===== config.mk =====
export PLATFORM = sky130hd
export DESIGN_NAME = hazard_ctrl_flat
export DESIGN_NICKNAME = d
export VERILOG_FILES = /design/src/rtl/hazard_ctrl_if.sv /design/src/rtl/hazard_ctrl.sv /design/src/flat_wrapper.sv
export SDC_FILE = /design/constraint.sdc
export NUM_CORES = 1
export LEC_CHECK = 0
export BUFFER_PORTS_ARGS = -buffer_cell sky130_fd_sc_hd__buf_4
export CAP_MARGIN = 20
export CELL_PAD_IN_SITES_DETAIL_PLACEMENT = 0
export CELL_PAD_IN_SITES_GLOBAL_PLACEMENT = 2
export CORE_ASPECT_RATIO = 1.5
export CORE_UTILIZATION = 30
export CTS_CLUSTER_SIZE = 14
export DETAILED_ROUTE_END_ITERATION = 10
export PLACE_DENSITY = 0.81
export RECOVER_POWER = 50
export SYNTH_ARGS = -nofsm -noshare
export SYNTH_HDL_FRONTEND = slang
export SYNTH_SLANG_ARGS = --single-unit

===== constraint.sdc =====
create_clock -name clk_i -period 1.9 [get_ports clk_i]
set_input_delay 0.285 -clock clk_i [delete_from_list [all_inputs] [get_ports clk_i]]
set_output_delay 0.285 -clock clk_i [all_outputs]
set_load 0.02 [all_outputs]

===== src/rtl/hazard_ctrl_if.sv =====
// Pipeline control bundle driven by the hazard unit toward IF/ID and the later stage registers.
interface hazard_ctrl_if;
    logic if_id_stall;
    logic if_id_flush;
    logic pc_write;
    logic id_ex_bubble;
    logic pipe_hold;

    modport master (
        output if_id_stall,
        output if_id_flush,
        output pc_write,
        output id_ex_bubble,
        output pipe_hold
    );

    modport slave (
        input if_id_stall,
        input if_id_flush,
        input pc_write,
        input id_ex_bubble,
        input pipe_hold
    );
endinterface


===== src/rtl/hazard_ctrl.sv =====
// Hazard control for a 5-stage pipeline: load-use stall, taken-branch flush,
// whole-pipe freeze during a data-memory miss, saturating perf counters and a
// sticky miss-timeout flag.
module hazard_ctrl #(
    parameter int unsigned CNT_W = 32,
    parameter int unsigned TO_W  = 10
) (
    input  logic             clk_i,
    input  logic             rst_i,
    input  logic             start_i,
    input  logic [4:0]       id_rs1_i,
    input  logic [4:0]       id_rs2_i,
    input  logic             id_use_rs1_i,
    input  logic             id_use_rs2_i,
    input  logic             ex_memread_i,
    input  logic [4:0]       ex_rd_i,
    input  logic             id_branch_i,
    input  logic             id_taken_i,
    input  logic             mem_req_i,
    input  logic             mem_ack_i,
    hazard_ctrl_if.master    ctl,
    output logic [CNT_W-1:0] stall_cnt_o,
    output logic [CNT_W-1:0] flush_cnt_o,
    output logic             err_o
);

    localparam int unsigned REG_W = 5;

    // The wait counter excludes the request cycle and the current cycle, so a
    // miss times out after 2^TO_W-1 held cycles in total.
    localparam logic [TO_W-1:0] TO_LAST = {TO_W{1'b1}} - TO_W'(2);

    typedef enum logic [0:0] {
        RUN       = 1'b0,
        MISS_WAIT = 1'b1
    } state_t;

    state_t          state_q;
    state_t          state_nxt;
    logic [TO_W-1:0] wait_q;
    logic [TO_W-1:0] wait_nxt;
    logic            timeout_c;
    logic            lu_c;
    logic            hold_c;
    logic            stall_c;
    logic            flush_c;
    logic            pc_write_c;
    logic            bubble_c;
    logic            pipe_hold_c;

    // Load-use hazard: the load in EX writes a register the ID instruction reads.
    always_comb begin
        lu_c = ex_memread_i && (ex_rd_i != REG_W'(0)) &&
               ((id_use_rs1_i && (id_rs1_i == ex_rd_i)) ||
                (id_use_rs2_i && (id_rs2_i == ex_rd_i)));
        hold_c = ((state_q == RUN) && mem_req_i && !mem_ack_i) ||
                 ((state_q == MISS_WAIT) && !mem_ack_i);
    end

    // Next-state, wait counter and prioritised pipeline controls.
    always_comb begin
        state_nxt   = state_q;
        wait_nxt    = wait_q;
        timeout_c   = 1'b0;
        stall_c     = 1'b0;
        flush_c     = 1'b0;
        pc_write_c  = 1'b0;
        bubble_c    = 1'b0;
        pipe_hold_c = 1'b0;

        if (!start_i) begin
            state_nxt = RUN;
            wait_nxt  = '0;
        end else begin
            unique case (state_q)
                RUN: begin
                    if (mem_req_i && !mem_ack_i) begin
                        state_nxt = MISS_WAIT;
                        wait_nxt  = '0;
                    end
                end
                MISS_WAIT: begin
                    if (mem_ack_i) begin
                        state_nxt = RUN;
                        wait_nxt  = '0;
                    end else if (wait_q == TO_LAST) begin
                        state_nxt = RUN;
                        wait_nxt  = '0;
                        timeout_c = 1'b1;
                    end else begin
                        wait_nxt = wait_q + TO_W'(1);
                    end
                end
                default: begin
                    state_nxt = RUN;
                    wait_nxt  = '0;
                end
            endcase

            if (hold_c) begin
                pipe_hold_c = 1'b1;
                stall_c     = 1'b1;
            end else if (lu_c) begin
                stall_c  = 1'b1;
                bubble_c = 1'b1;
            end else if (id_branch_i && id_taken_i) begin
                flush_c    = 1'b1;
                pc_write_c = 1'b1;
            end else begin
                pc_write_c = 1'b1;
            end
        end
    end

    assign ctl.if_id_stall  = stall_c;
    assign ctl.if_id_flush  = flush_c;
    assign ctl.pc_write     = pc_write_c;
    assign ctl.id_ex_bubble = bubble_c;
    assign ctl.pipe_hold    = pipe_hold_c;

    // FSM state and miss-wait counter.
    always_ff @(posedge clk_i or negedge rst_i) begin
        if (!rst_i) begin
            state_q <= RUN;
            wait_q  <= '0;
        end else begin
            state_q <= state_nxt;
            wait_q  <= wait_nxt;
        end
    end

    // Sticky timeout flag, cleared only by reset.
    always_ff @(posedge clk_i or negedge rst_i) begin
        if (!rst_i) begin
            err_o <= 1'b0;
        end else if (timeout_c) begin
            err_o <= 1'b1;
        end
    end

    // Saturating stall/flush cycle counters.
    always_ff @(posedge clk_i or negedge rst_i) begin
        if (!rst_i) begin
            stall_cnt_o <= '0;
            flush_cnt_o <= '0;
        end else begin
            if (stall_c && (stall_cnt_o != {CNT_W{1'b1}})) begin
                stall_cnt_o <= stall_cnt_o + CNT_W'(1);
            end
            if (flush_c && (flush_cnt_o != {CNT_W{1'b1}})) begin
                flush_cnt_o <= flush_cnt_o + CNT_W'(1);
            end
        end
    end

endmodule


===== src/flat_wrapper.sv =====
// flat-port wrapper written by rule: the top's interface ports become plain ports
module hazard_ctrl_flat 
#(
    parameter int unsigned CNT_W = 32,
    parameter int unsigned TO_W  = 10
)
  (clk_i, rst_i, start_i, id_rs1_i, id_rs2_i, id_use_rs1_i, id_use_rs2_i, ex_memread_i, ex_rd_i, id_branch_i, id_taken_i, mem_req_i, mem_ack_i, stall_cnt_o, flush_cnt_o, err_o, ctl_if_id_stall, ctl_if_id_flush, ctl_pc_write, ctl_id_ex_bubble, ctl_pipe_hold);
  hazard_ctrl_if ctl_i ();
  input  logic clk_i;
  input  logic rst_i;
  input  logic start_i;
  input  logic [4:0] id_rs1_i;
  input  logic [4:0] id_rs2_i;
  input  logic id_use_rs1_i;
  input  logic id_use_rs2_i;
  input  logic ex_memread_i;
  input  logic [4:0] ex_rd_i;
  input  logic id_branch_i;
  input  logic id_taken_i;
  input  logic mem_req_i;
  input  logic mem_ack_i;
  output logic [CNT_W-1:0] stall_cnt_o;
  output logic [CNT_W-1:0] flush_cnt_o;
  output logic err_o;
  output wire logic [$bits(ctl_i.if_id_stall)-1:0] ctl_if_id_stall;
  output wire logic [$bits(ctl_i.if_id_flush)-1:0] ctl_if_id_flush;
  output wire logic [$bits(ctl_i.pc_write)-1:0] ctl_pc_write;
  output wire logic [$bits(ctl_i.id_ex_bubble)-1:0] ctl_id_ex_bubble;
  output wire logic [$bits(ctl_i.pipe_hold)-1:0] ctl_pipe_hold;
  assign ctl_if_id_stall = ctl_i.if_id_stall;
  assign ctl_if_id_flush = ctl_i.if_id_flush;
  assign ctl_pc_write = ctl_i.pc_write;
  assign ctl_id_ex_bubble = ctl_i.id_ex_bubble;
  assign ctl_pipe_hold = ctl_i.pipe_hold;
  hazard_ctrl #(.CNT_W(CNT_W), .TO_W(TO_W)) u_core (.clk_i(clk_i), .rst_i(rst_i), .start_i(start_i), .id_rs1_i(id_rs1_i), .id_rs2_i(id_rs2_i), .id_use_rs1_i(id_use_rs1_i), .id_use_rs2_i(id_use_rs2_i), .ex_memread_i(ex_memread_i), .ex_rd_i(ex_rd_i), .id_branch_i(id_branch_i), .id_taken_i(id_taken_i), .mem_req_i(mem_req_i), .mem_ack_i(mem_ack_i), .ctl(ctl_i), .stall_cnt_o(stall_cnt_o), .flush_cnt_o(flush_cnt_o), .err_o(err_o));
endmodule

==> results by group, run 1 <==
Logic synthesis
  • Commonest register cell after synthesis: dfrtp_1
  • Synth async-reset ratio: 100%
  • Count leader, synth: dfrtp_1
  • Avg Cell Area, Syn: 10.3 sq um
  • Most instantiated cells after synthesis: dfrtp_1, xnor2_1, nand4_1
  • Synth cell types: 43
  • Cell taking the most area after synthesis: dfrtp_1
  • Synth Cell Area: 4030 sq um
  • FF+latch count, synth: between 70 and 80
  • Post-synth EDFFs: 0
  • Sequential cell area fraction in the yosys report: a little under half
  • Ranking of synthesized cells by area: dfrtp_1, xnor2_1, xor2_1
  • Ys Warns: 0
  • Synthesized Nets: 422
  • Share of the synthesized area in the top cell type: between 40% and 50%
  • Syn Inst Count: between 300 and 400

Global routing
  • Global Route Usage Sum: between 15 and 20%
  • Largest net degree at the start of global routing: 35
  • First-pass GRT wire length: 18.8 mm
  • Initial antenna violation count: 0
  • Grt total ovfl: 0
  • Vias in the first global route: approximately 3800

Worst setup path
  • CP Launch Type: primary input
  • Worst Path Arrival: between 1.5 and 2 ns
  • Crit path required time: about 1.6 ns
  • Crit path kind: primary input to output port
  • CP Capture Type: output port
  • Crit-path max FO: 2

Routing
  • Post-DR wirelength/cell: 15.6 microns
  • Starting DRC count in detailed routing: about 110
  • Vias: about 3800
  • Router iterations before antenna repair: 4
  • Final ANT Viol Nets: 0
  • Vias per std cell: approximately 5
  • DRC violations left: 0
  • Routed WL: 11.9 mm

Layout
  • Diode count: 0
  • Layout Cells excl Fill: about 770
  • Share of cells above drive strength 1: between 50% and 60%
  • Final Instance Area: 6650 sq um
  • Area grow syn2layout: 64.9%
  • Area of the multi-input gates: around 2400 sq um
  • # fillers: 1198
  • Final nets: ~630
  • Reg area: between 1500 and 2000 sq um

Die
  • Die Area: 13900 sq um
  • Die X: slightly below 100 microns
  • Ports: between 90 and 100
  • Core area: roughly 13000 sq um
  • Die Ht: approximately 140 microns
  • Initial Util: 31.0%
  • Row cnt: between 50 and 60

STA
  • Final number of hold-violating endpoints: 0
  • Fin. max-slew vios: 0
  • Fin worst setup slack: -0.0559 ns
  • Final period util: 103%
  • Worst Skew: ~0.0095 ns
  • Slew headroom: 55.3%
  • Unrepaired setup endpoints after global routing: true
  • Final setup violation count: 3
  • Fmax: between 500 and 600 MHz
  • Least-Margin Pin Slew: 0.671 ns
  • Minimum clock period: ~2.0 ns

Place
  • Placed Area: 5640 sq um
  • Routability cong.: 0.816
  • Placed Cells: 727
  • Port bufs: between 90 and 100
  • Dpl hpwl: between 8 and 9 mm

Outcome
  • Failing checks: negative setup slack
  • Run status: complete, but fails checks

Clock tree
  • CTS Buf Count: 9
  • CTS max path bufs: 2
  • Clk sinks: 76
  • Clk_lat worst skew: 0.34 ns
  • Root Driver: clkbuf_16
  • Clock transition at path regs: ~0.050 ns
  • Number of H-tree levels: 3
  • TritonCTS clock tree: yes

Power and ir drop
  • Final Power: roughly 4.5 mW
  • Pwr dens: 676 nW/um^2
  • Peak VDD IR: 0.488 mV
  • Leak Pwr: between 3 and 4 nW

Min path
  • Min-delay worst type: primary input to flop

Job
  • Max_cap viols: 0
## placed cells by master, fill, tap and decap left out, types with 7 or more instances in the layout
cell type,count
buf_4,180
dfrtp_1,56
xnor2_1,42
nand4_1,34
nand2_1,29
xor2_1,28
nor2_1,21
dfrtp_2,20
and3_1,16
nand3_1,13
inv_1,12
clkbuf_16,12
clkbuf_1,10
nor4_4,9
xnor2_2,8
nor3_4,7
buf_12,7
## layout make-up
type                    instances  area share (%)
clock buffers                  12            3.86
clock inverters                 4           0.715
inverters                      14           0.791
multi-input cells             291            36.5
flip-flops and latches         76            29.0
well taps                     159            2.99
repair buffers                211            26.1
## metal layers
| metal | GRT usage [%] | vias to the layer above | part of all wire, % |
|---|---|---|---|
| li1 | - | 1806 | - |
| met1 | 19.3 | 1872 | 39 |
| met2 | 31.8 | 91 | 55 |
| met3 | 2.66 | 15 | 4.0 |
| met4 | 7.15 | 0 | 2.0 |
| met5 | 0 | - | 0 |
## where the power goes
group          switching [mW]  internal [mW]
combinational           0.467          0.490
clock                   0.687           1.09
sequential             0.0563           1.70
## flip-flops by register name (all words and copies together) (netlist names)
register / count
u_core.err_o: 1
u_core.state_q: 1
u_core.flush_cnt_o: 32
u_core.stall_cnt_o: 32
u_core.wait_q: 10
## final timing paths
check,startpoint,end,slack (ns),cells past startpoint
setup / recovery,ex_rd_i[0],ctl_if_id_flush,-0.06,7
hold / removal,mem_req_i,u_core.state_q,0.23,3
setup reg to reg,u_core.stall_cnt_o[0],u_core.stall_cnt_o[21],-0.01,9
hold reg to reg,u_core.err_o,u_core.err_o,0.49,1
max in group asynchronous,rst_i,u_core.stall_cnt_o[16],0.36,3
min in group asynchronous,rst_i,u_core.flush_cnt_o[20],0.51,2
## worst max-delay path: stages
cell      delay, ns
buf_6          0.09
or4_4          0.54
o21ai_4        0.17
inv_2          0.07
a211oi_4       0.26
buf_12         0.15
buf_8          0.10
## per-stage QoR
step | hold WS (ns) | setup TNS (ns) | utilization [%] | setup slack, ns
2_1_floorplan | -0.0106 | -0.162 | - | -0.0625
3_3_place_gp | 0.221 | -12.43 | 43.3 | -0.255
3_5_place_dp | 0.229 | -13.17 | 43.3 | -0.271
4_1_cts | 0.220 | -0.921 | 47.4 | -0.111
5_1_grt | 0.270 | -3.54 | 51.1 | -0.141
6_report | 0.233 | -0.0838 | 51.1 | -0.0559
## logic make-up after synthesis
group,after synthesis,synth area share (%)
xor+xnor,78,16.9
mux,2,0.559
fa+ha+maj,4,1.24
flops,76,47.2
buf+inv,26,3.32
simple gates,191,27.5
compound gates,16,3.26
## timing repair
item | CTS | global route
gates resized for setup | 25 | 72
endpoints found under the hold margin | 22 | 0
setup endpoints to repair | 39 | 65
hold buffers | 1 | 0
setup buffers | 9 | 10
gates cloned | 2 | 3
pin swaps | 10 | 55
Power figures use the tool's default switching activity.
==> run 2: changes to the inputs <==
Settings changed: ABC_AREA set to 1, CORE_UTILIZATION 30 to 27.
==> run 2 against run 1 <==
Compared with the run above: critical path depth rose by 3; sequential cell count did not move; largest cell class unchanged; area after synthesis rose by 30%; the flow finishes with violations (design-rule violations); first-iteration DRC count rose by 110%; synthesized cell count rose by 100%; non-clock buffer count fell by 34; design area rose by 7.3%; via count rose by 49%; total power rose by 0.56%; sequential power rose by 2%; clock skew rose by 0.0013 ns.
==> results by group, run 2 <==
STA
  • Final number of hold-violating endpoints: 0
  • Fmax: between 500 and 600 MHz
  • Final setup violation count: 0
  • Worst Skew: 0.0108 ns
  • Final period util: between 90 and 100%
  • Setup tns final: 0 ns
  • Slew headroom: 28.8%
  • Least-Margin Pin Slew: 1.07 ns
  • Fin Hold WS: between 0.2 and 0.3 ns
  • Fin. max-slew vios: 0
  • Minimum clock period: 1.83 ns

Routing
  • Post-DR wirelength/cell: 15.2 microns
  • DRC violations left: 1
  • Router iterations before antenna repair: 7
  • Routed WL: 18.7 mm
  • Final ANT Viol Nets: 0
  • Vias per std cell: approximately 4.6
  • Vias: approximately 5600
  • Starting DRC count in detailed routing: roughly 230

Place
  • Dpl hpwl: 14.5 mm
  • Port bufs: 94
  • Routability cong.: 0.848

Global routing
  • First-pass GRT wire length: 29.0 mm
  • Largest net degree at the start of global routing: 41
  • Vias in the first global route: approximately 5500
  • Global Route Usage Sum: 19.3%
  • Initial antenna violation count: 0
  • Grt total ovfl: 0

Logic synthesis
  • Syn Inst Count: between 800 and 900
  • Commonest register cell after synthesis: dfrtp_1
  • Ranking of synthesized cells by area: dfrtp_1, nand2_1, nor2_1
  • Synth async-reset ratio: 100%
  • Synthesized Nets: between 800 and 900
  • Sequential cell area fraction in the yosys report: 36.4%
  • Synth Cell Area: about 5200 sq um
  • Cell taking the most area after synthesis: dfrtp_1
  • Share of the synthesized area in the top cell type: approximately 36%
  • Synth cell types: 28
  • Avg Cell Area, Syn: between 6 and 7 sq um
  • Count leader, synth: nand2_1
  • Most instantiated cells after synthesis: nand2_1, nor2_1, dfrtp_1
  • Ys Warns: 0
  • Post-synth EDFFs: 0
  • FF+latch count, synth: 76

Worst setup path
  • CP Capture Type: flop
  • Worst Path Arrival: around 2.1 ns
  • Crit-path cells: nand2_1 -> nor2_1 -> nand2_2 -> nor2_2 -> nand3b_1 -> nand4_1 -> buf_4 -> buf_6 -> nand2_1 -> nand2_1
  • CP Launch Type: flop
  • Max incr delay on CP: 0.41 ns
  • Crit-path slowest cell: dfrtp_1
  • CP most frequent cell: nand2_1
  • Crit path kind: flop to flop
  • Crit-path max FO: 8
  • Crit path required time: ~2.2 ns

Layout
  • Area of the multi-input gates: between 3000 and 4000 sq um
  • Diode count: 0
  • # fillers: between 2000 and 2500
  • Commonest non-fill, non-tap cell in the layout: nand2_1
  • Area grow syn2layout: 36.3%
  • Largest regs: u_core.flush_cnt_o (32), u_core.stall_cnt_o (32), u_core.wait_q (10)
  • Final nets: roughly 1000
  • Reg area: roughly 1900 sq um
  • Share of cells above drive strength 1: 19.9%
  • Most frequent cells in the layout: nand2_1, buf_4, nor2_1, dfrtp_1

Die
  • Die X: 116 microns
  • Core area: between 15000 and 20000 sq um
  • Row cnt: slightly above 60
  • Initial Util: a little over a quarter
  • Ports: between 90 and 100
  • Die Ht: between 150 and 200 microns
  • Die Area: about 20000 sq um

Power and ir drop
  • Pwr dens: around 630 nW/um^2
  • Peak VDD IR: approximately 0.34 mV
  • Leak Pwr: around 3.6 nW

Clock tree
  • TritonCTS clock tree: yes
  • CTS Buf Count: 9
  • Number of H-tree levels: 3
  • Clk_lat worst skew: ~0.34 ns
  • Root Driver: clkbuf_16
  • CTS max path bufs: 2
  • Clk sinks: 76
  • Clock transition at path regs: about 0.07 ns

Outcome
  • Run status: complete, but fails checks
  • Failing checks: design-rule violations

Min path
  • Min-delay worst type: primary input to flop

Job
  • Max_cap viols: 0
-- run 2: cell count changes after synthesis, sizes merged, moves of 28 or more --
| cell | change |
|---|---|
| nor2 | +79 |
| inv | +45 |
| xnor2 | -41 |
| nand2 | +323 |
| nand3 | +28 |
-- run 2: per-stage QoR --
step	power [mW]	setup WS (ns)	util (%)	std cells	cell area, sq um
after floorplan	2.23	0.00187	-	803	5240
after global placement	2.72	0.0220	35.6	1207	6790
after detailed placement	2.73	0.00524	35.6	1207	6790
after CTS	4.53	-0.0247	37.3	1224	7110
after global routing	4.75	-0.0110	37.4	1231	7130
final	4.52	0.0735	37.4	1231	7130
-- run 2: area by class of cell --
| class | count | share of cell area, % |
|---|---|---|
| sequential | 76 | 26.7 |
| inverter | 59 | 3.11 |
| clock inverter | 6 | 0.895 |
| tap | 256 | 4.49 |
| timing repair buffer | 177 | 18.5 |
| multi-input combinational | 647 | 43.0 |
| clock buffer | 10 | 3.35 |
-- run 2: power by group --
group / total, mW / switching (mW) / leakage (nW) / internal [mW]
Combinational: 0.941 / 0.532 / 2.37 / 0.409
Sequential: 1.80 / 0.101 / 1.04 / 1.70
Clock: 1.77 / 0.719 / 0.144 / 1.05
-- run 2: cell families (layout without fill, tap and decap cells) --
group,count (synthesis),count (layout),share of synthesized area [%]
AOI/OAI and AO/OA,14,14,1.46
DFF,76,76,36.4
and+or+nand+nor,593,593,48.8
adders and majority gates,4,4,0.957
xor gates and xnor gates,36,36,6.03
buffers and inverters,80,252,6.41
-- run 2: per-layer routing --
| layer | vias to the layer above | GRT usage (%) | routed length (microns) |
|---|---|---|---|
| met2 | 115 | 37.8 | 10500 |
| li1 | 2889 | - | - |
| met4 | 0 | 7.13 | 523 |
| met5 | - | 0 | 0 |
| met1 | 2604 | 20.8 | 7180 |
| met3 | 29 | 2.14 | 544 |
-- run 2: path summary, 6_finish.rpt --
kind / slack [ns] / to / from / cells past startpoint
worst max-delay path: 0.07 / u_core.flush_cnt_o[30] / u_core.flush_cnt_o[5] / 10
worst min-delay path: 0.27 / u_core.err_o / mem_ack_i / 4
worst max register to register: 0.07 / u_core.flush_cnt_o[30] / u_core.flush_cnt_o[5] / 10
worst min register to register: 0.46 / u_core.wait_q[9] / u_core.wait_q[9] / 1
max in group asynchronous: 0.27 / u_core.flush_cnt_o[0] / rst_i / 3
min in group asynchronous: 0.66 / u_core.state_q / rst_i / 2
-- run 2: timing repair --
item / in CTS / in global routing
endpoints found under the setup margin: 34 / 66
pin swaps: 0 / 3
resized for setup: 2 / 20
gates cloned: 0 / 2
hold buffers: 1 / 0
setup buffers: 0 / 5
hold endpoints to repair: 16 / 0
-- run 2: critical path: cells and delay by family (launching register included) --
family,cells,cell delay (ns)
AND/OR/NAND/NOR,8,1.02
flip-flops,1,0.41
buffers and inverters,2,0.32
